File: config.mk
export PLATFORM = sky130hd
export DESIGN_NAME = arity_truth_table_sweeper
export DESIGN_NICKNAME = d
export VERILOG_FILES = /design/src/rtl/arity_truth_table_sweeper.sv
export SDC_FILE = /design/constraint.sdc
export NUM_CORES = 1
export LEC_CHECK = 0
export CAP_MARGIN = 20
export CORE_MARGIN = 10
export CORE_UTILIZATION = 40
export DETAILED_ROUTE_END_ITERATION = 6
export SLEW_MARGIN = 20
export SYNTH_ARGS = -nofsm -noshare
export SYNTH_HDL_FRONTEND = slang
export SYNTH_SLANG_ARGS = --single-unit
File: constraint.sdc
create_clock -name clk -period 4.7 [get_ports clk]
set_input_delay 0.94 -clock clk [delete_from_list [all_inputs] [get_ports clk]]
set_output_delay 0.94 -clock clk [all_outputs]
set_load 0.02 [all_outputs]
File: src/rtl/arity_truth_table_sweeper.sv
// Exhaustive truth-table sweeper: steps every N_IN-bit vector into a combinational DUT,
// holds each for SETTLE cycles, and compares the DUT response against the GOLDEN table.
module arity_truth_table_sweeper #(
    parameter int N_IN   = 3,
    parameter int N_OUT  = 3,
    parameter int SETTLE = 2,
    parameter logic [N_OUT*(2**N_IN)-1:0] GOLDEN = 24'o00007654
) (
    input  logic             clk,
    input  logic             rst_n,
    input  logic             start,
    input  logic             abort,
    output logic [N_IN-1:0]  dut_in,
    input  logic [N_OUT-1:0] dut_out,
    output logic             busy,
    output logic             done,
    output logic             pass,
    output logic [N_IN:0]    err_count,
    output logic             first_fail_valid,
    output logic [N_IN-1:0]  first_fail_vec
);

    typedef enum logic [1:0] {
        ST_IDLE = 2'd0,
        ST_HOLD = 2'd1,
        ST_DONE = 2'd2
    } state_t;

    localparam logic [N_IN-1:0] VEC_ZERO = {N_IN{1'b0}};
    localparam logic [N_IN-1:0] VEC_LAST = {N_IN{1'b1}};
    localparam logic [N_IN-1:0] VEC_ONE  = N_IN'(1'b1);
    localparam logic [N_IN:0]   ERR_ZERO = {(N_IN+1){1'b0}};
    localparam logic [N_IN:0]   ERR_ONE  = (N_IN+1)'(1'b1);
    localparam logic [3:0]      CNT_ZERO = 4'd0;
    localparam logic [3:0]      CNT_ONE  = 4'd1;
    localparam logic [3:0]      CNT_LAST = 4'(SETTLE - 1);

    // Expected DUT response for one input vector, taken from the packed GOLDEN table.
    function automatic logic [N_OUT-1:0] golden_at(input logic [N_IN-1:0] vec);
        golden_at = GOLDEN[int'(vec)*N_OUT +: N_OUT];
    endfunction

    state_t            r_state;
    logic [N_IN-1:0]   r_dut_in;
    logic [3:0]        r_hold_cnt;
    logic              r_busy;
    logic              r_done;
    logic              r_pass;
    logic [N_IN:0]     r_err_count;
    logic              r_ff_valid;
    logic [N_IN-1:0]   r_ff_vec;

    state_t            w_state_nxt;
    logic [N_IN-1:0]   w_dut_in_nxt;
    logic [3:0]        w_hold_cnt_nxt;
    logic              w_busy_nxt;
    logic              w_done_nxt;
    logic              w_pass_nxt;
    logic [N_IN:0]     w_err_count_nxt;
    logic              w_ff_valid_nxt;
    logic [N_IN-1:0]   w_ff_vec_nxt;
    logic              w_mismatch;

    // Next-state and next-output computation for the sweep FSM.
    always_comb begin
        w_state_nxt     = r_state;
        w_dut_in_nxt    = r_dut_in;
        w_hold_cnt_nxt  = r_hold_cnt;
        w_busy_nxt      = r_busy;
        w_done_nxt      = r_done;
        w_pass_nxt      = r_pass;
        w_err_count_nxt = r_err_count;
        w_ff_valid_nxt  = r_ff_valid;
        w_ff_vec_nxt    = r_ff_vec;
        w_mismatch      = (dut_out != golden_at(r_dut_in));

        case (r_state)
            ST_IDLE, ST_DONE: begin
                if (abort) begin
                    // Abort wins over start; the last sweep's statistics stay visible.
                    w_state_nxt = ST_IDLE;
                    w_done_nxt  = 1'b0;
                    w_pass_nxt  = 1'b0;
                end else if (start) begin
                    w_state_nxt     = ST_HOLD;
                    w_dut_in_nxt    = VEC_ZERO;
                    w_hold_cnt_nxt  = CNT_ZERO;
                    w_busy_nxt      = 1'b1;
                    w_done_nxt      = 1'b0;
                    w_pass_nxt      = 1'b0;
                    w_err_count_nxt = ERR_ZERO;
                    w_ff_valid_nxt  = 1'b0;
                    w_ff_vec_nxt    = VEC_ZERO;
                end else begin
                    w_state_nxt = r_state;
                end
            end
            ST_HOLD: begin
                if (abort) begin
                    w_state_nxt    = ST_IDLE;
                    w_dut_in_nxt   = VEC_ZERO;
                    w_hold_cnt_nxt = CNT_ZERO;
                    w_busy_nxt     = 1'b0;
                    w_done_nxt     = 1'b0;
                    w_pass_nxt     = 1'b0;
                end else if (r_hold_cnt == CNT_LAST) begin
                    w_hold_cnt_nxt = CNT_ZERO;
                    if (w_mismatch) begin
                        w_err_count_nxt = r_err_count + ERR_ONE;
                        if (!r_ff_valid) begin
                            w_ff_valid_nxt = 1'b1;
                            w_ff_vec_nxt   = r_dut_in;
                        end else begin
                            w_ff_valid_nxt = r_ff_valid;
                        end
                    end else begin
                        w_err_count_nxt = r_err_count;
                    end
                    if (r_dut_in == VEC_LAST) begin
                        // Pass must account for the compare happening on this same edge.
                        w_state_nxt  = ST_DONE;
                        w_dut_in_nxt = VEC_ZERO;
                        w_busy_nxt   = 1'b0;
                        w_done_nxt   = 1'b1;
                        w_pass_nxt   = (r_err_count == ERR_ZERO) && !w_mismatch;
                    end else begin
                        w_dut_in_nxt = r_dut_in + VEC_ONE;
                    end
                end else begin
                    w_hold_cnt_nxt = r_hold_cnt + CNT_ONE;
                end
            end
            default: begin
                w_state_nxt     = ST_IDLE;
                w_dut_in_nxt    = VEC_ZERO;
                w_hold_cnt_nxt  = CNT_ZERO;
                w_busy_nxt      = 1'b0;
                w_done_nxt      = 1'b0;
                w_pass_nxt      = 1'b0;
                w_err_count_nxt = ERR_ZERO;
                w_ff_valid_nxt  = 1'b0;
                w_ff_vec_nxt    = VEC_ZERO;
            end
        endcase
    end

    // State and output registers; asynchronous reset clears everything immediately.
    always_ff @(posedge clk or negedge rst_n) begin
        if (!rst_n) begin
            r_state     <= ST_IDLE;
            r_dut_in    <= VEC_ZERO;
            r_hold_cnt  <= CNT_ZERO;
            r_busy      <= 1'b0;
            r_done      <= 1'b0;
            r_pass      <= 1'b0;
            r_err_count <= ERR_ZERO;
            r_ff_valid  <= 1'b0;
            r_ff_vec    <= VEC_ZERO;
        end else begin
            r_state     <= w_state_nxt;
            r_dut_in    <= w_dut_in_nxt;
            r_hold_cnt  <= w_hold_cnt_nxt;
            r_busy      <= w_busy_nxt;
            r_done      <= w_done_nxt;
            r_pass      <= w_pass_nxt;
            r_err_count <= w_err_count_nxt;
            r_ff_valid  <= w_ff_valid_nxt;
            r_ff_vec    <= w_ff_vec_nxt;
        end
    end

    assign dut_in           = r_dut_in;
    assign busy             = r_busy;
    assign done             = r_done;
    assign pass             = r_pass;
    assign err_count        = r_err_count;
    assign first_fail_valid = r_ff_valid;
    assign first_fail_vec   = r_ff_vec;

endmodule

==> metrics.md <==
| Metric | Value |
|---|---|
| Outcome | `complete, no violations` |
| Drc violations | `0` |
| Static leakage | `0.000563 uW` |
| WP data required | `4.90 ns` |
| Hold_sp | `busy` |
| Starting Density | `0.421` |
| Pin count of the biggest net entering global routing | `20` |
| Reg clk slew, reported paths | `0.11 ns` |
| Clk sinks | `19` |
| Final clock skew | `0.00341 ns` |
| I/O pin count | `21` |
| Share of synthesized cell area in and, or, nand and nor gates | `0.231` |
| Nets in the synthesized netlist | `114` |
| Slew at the pin closest to its max-slew limit | `0.864 ns` |
| Via count normalized by instance count | `5.45` |
| Area used by multi-input combinational logic | `538 sq um` |
| Fin. Hold Viols | `0` |
| WHS | `0.505 ns` |
| Most common cell after layout, fill and taps aside | `sky130_fd_sc_hd__clkdlybuf4s50_1` |
| Startpoint kind of the worst setup timing path | `input pin` |
| Largest driver fanout on the critical path | `5` |
| Number of antenna-violating nets in the routed design | `0` |
| Total routing resource utilization after global routing | `0.0992` |
| Clock tree from TritonCTS | `done` |
| Slew Viols, Final | `0` |
| CTS Hold Bufs | `0` |
| Most common flop cell mapped by yosys | `sky130_fd_sc_hd__dfrtp_1` |
| Asr flop ratio synth | `1.00` |
| R2R setup slack | `2.80 ns` |
| FMAX | `400 MHz` |
| Fraction of the mapped netlist area in adder cells | `0.0713` |
| Diodes inserted | `0` |
| Global-route wire length before repair | `4150 um` |
| Site Rows | `18` |
| Die width | `71.3 um` |
| Source-to-sink clock delay at the later pin of the worst-skew pair | `0.30 ns` |
| Starting DRC count in detailed routing | `37` |
| Depth of the worst hold-timing path | `1` |
| Number of enable-type register cells in the synthesized netlist | `0` |
| R2R Path Start | `r_hold_cnt[1]` |
| Worst relative slew slack | `0.422` |
| Worst hold endpoint | `busy` |
| Total Negative Setup Slacks | `0 ns` |
| Number of instances in the synthesized netlist | `101` |
| Type of destination of the critical path | `flip-flop` |
| Initial antenna violation count | `0` |
| Total iterations of the first detailed-routing run | `4` |
| Post-synthesis mux area share | `0.0309` |
| DPL Wire Length | `1750 um` |
| Clock root buffer master | `sky130_fd_sc_hd__clkbuf_4` |
| Final setup violation count | `0` |
| Path depth of the worst reg2reg path | `6` |
| Vias in the first global route | `875` |
| Nets@finish | `136` |
| Class of the most critical setup path | `in2reg` |
| Fillcell total | `243` |
| CTS buffer count | `3` |
| H-tree depth | `1` |
| Via Count | `828` |
| Power density of the placed cells | `476 mW/mm^2` |
| Vertical die dimension | `71.3 um` |
| DRT Wirelength | `2330 um` |
| Part of the Yosys area used for sequential elements | `0.452` |
| Total area of sequential cells | `475 sq um` |
| Summed instance area of the synthesized netlist | `0.00105 sq mm` |
| Final design area excluding fillers | `0.00130 sq mm` |
| Ratio of final minimum period to clock period | `0.532` |
| Xor and xnor area share after synthesis | `0.0166` |
| Area added between synthesis and finish | `23.5%` |
| Combinational family with the most area after synthesis | `simple AND/OR/NAND/NOR gates` |
| Worst path arrival time | `2.69 ns` |
| Unrepaired setup endpoints after global routing | `no` |
| Leftover overflow at the end of global routing | `0` |
| Capture instance of the worst register-to-register path | `err_count[2]` |
| IO Port Bufs | `20` |
| Final weighted congestion in routability-driven placement | `0.782` |
| Area enclosed by the die boundary | `0.00508 sq mm` |
| Most frequent cells in the layout | `sky130_fd_sc_hd__clkdlybuf4s50_1 (20), sky130_fd_sc_hd__dfrtp_1 (19), sky130_fd_sc_hd__nand2_1 (7)` |
| Worst hold path type | `reg2reg` |
| Count of different cell masters after synthesis | `38` |
| Maxcap violations | `0` |
| Flip-flop and latch count after synthesis | `19` |
| Ratio of cells with drive above 1 in the final layout | `0.0738` |
| Synthesized-area fraction occupied by ao, oa, aoi and oai cells | `0.162` |
| Placement Cell Area | `0.00127 sq mm` |
| Buffers inserted during post-CTS setup optimization | `0` |
| Cts repair resizes | `0` |
| Maximum ir drop on the vdd rail | `0.270 mV` |
| Ys Warns | `0` |
| Clock period minus worst slack | `2.50 ns` |
| Buffer levels on the longest clock path | `2` |
| Detail-routed net length per standard cell | `15.3 um` |
| Worst setup startpoint | `dut_out[0]` |
| Mean post-synth cell area | `10.4 sq um` |
| Core Area | `0.00250 sq mm` |
[flip-flops by register name (all words and copies together), names as in the netlist]
signal,cells
pass,1
first_fail_vec,3
err_count,4
dut_in,3
r_hold_cnt,4
busy,1
r_state,2
first_fail_valid,1
[cell type report]
type                       count  share of cell area
inverter                       6              0.0173
multi-input combinational     73               0.414
clock buffer                   4              0.0202
tap                           30              0.0289
sequential                    19               0.366
timing repair buffer          20               0.154
[cells in the mapped netlist, drive strengths merged (2+ instances only)]
master	count	area share
a21o	2	0.014
a21oi	4	0.019
a221o	2	0.019
a22o	4	0.033
a31oi	2	0.012
and4b	2	0.019
buf	2	0.012
dfrtp	19	0.45
ha	6	0.071
inv	6	0.021
mux2	2	0.021
nand2	7	0.025
nand2b	2	0.012
nand3	3	0.014
nor2	6	0.029
nor2b	3	0.018
nor3	4	0.030
o21ai	6	0.029
or3	3	0.023
or3b	2	0.017
xnor2	2	0.017
[cell families (layout without fill, tap and decap cells)]
kind of cell	Yosys count	in the layout
and+or+nand+nor	38	38
DFF	19	19
AOI/OAI and AO/OA	24	24
xor gates and xnor gates	2	2
buffers and inverters	9	30
adders and majority gates	6	6
muxes	3	3
[critical path: stages]
cell	delay, ns
sky130_fd_sc_hd__clkdlybuf4s50_1	0.43
sky130_fd_sc_hd__nor4b_1	0.68
sky130_fd_sc_hd__or3_4	0.29
sky130_fd_sc_hd__nor2_4	0.05
sky130_fd_sc_hd__a221o_1	0.30
[metal layers]
| layer | share of wire | wire, um | track usage |
|---|---|---|---|
| met1 | 0.49 | 1140 | 0.129 |
| met2 | 0.43 | 1000 | 0.141 |
| met3 | 0.075 | 175 | 0.0413 |
| met4 | 0.0047 | 11 | 0.0387 |
| met5 | 0 | 0 | 0 |
[worst max path at each step]
stage,slack [ns],endpoint,cells after the start
3_3_place_gp,1.91,err_count[0],5
2_1_floorplan,2.50,first_fail_vec[0],5
4_1_cts,2.21,err_count[0],5
5_1_grt,2.04,err_count[3],5
3_5_place_dp,1.91,err_count[0],5
6_report,2.20,err_count[2],5
[power by group]
part           switching [uW]  internal, uW  leakage (uW)
registers                53.2           203      0.000254
clock network            53.4          33.1     0.0000150
logic                     145           131      0.000294
total                     251           367      0.000563
[stage by stage]
| step | power (uW) | std cells | utilization | setup WS, ns |
|---|---|---|---|---|
| finish | 618 | 152 | 0.520 | 2.20 |
| global route | 668 | 152 | 0.520 | 2.04 |
| CTS | 623 | 152 | 0.520 | 2.21 |
| detailed placement | 536 | 148 | 0.510 | 1.91 |
| global placement | 532 | 148 | 0.510 | 1.91 |
| floorplan | 436 | 101 | - | 2.50 |
No activity file was read; power rests on OpenSTA's default activity.
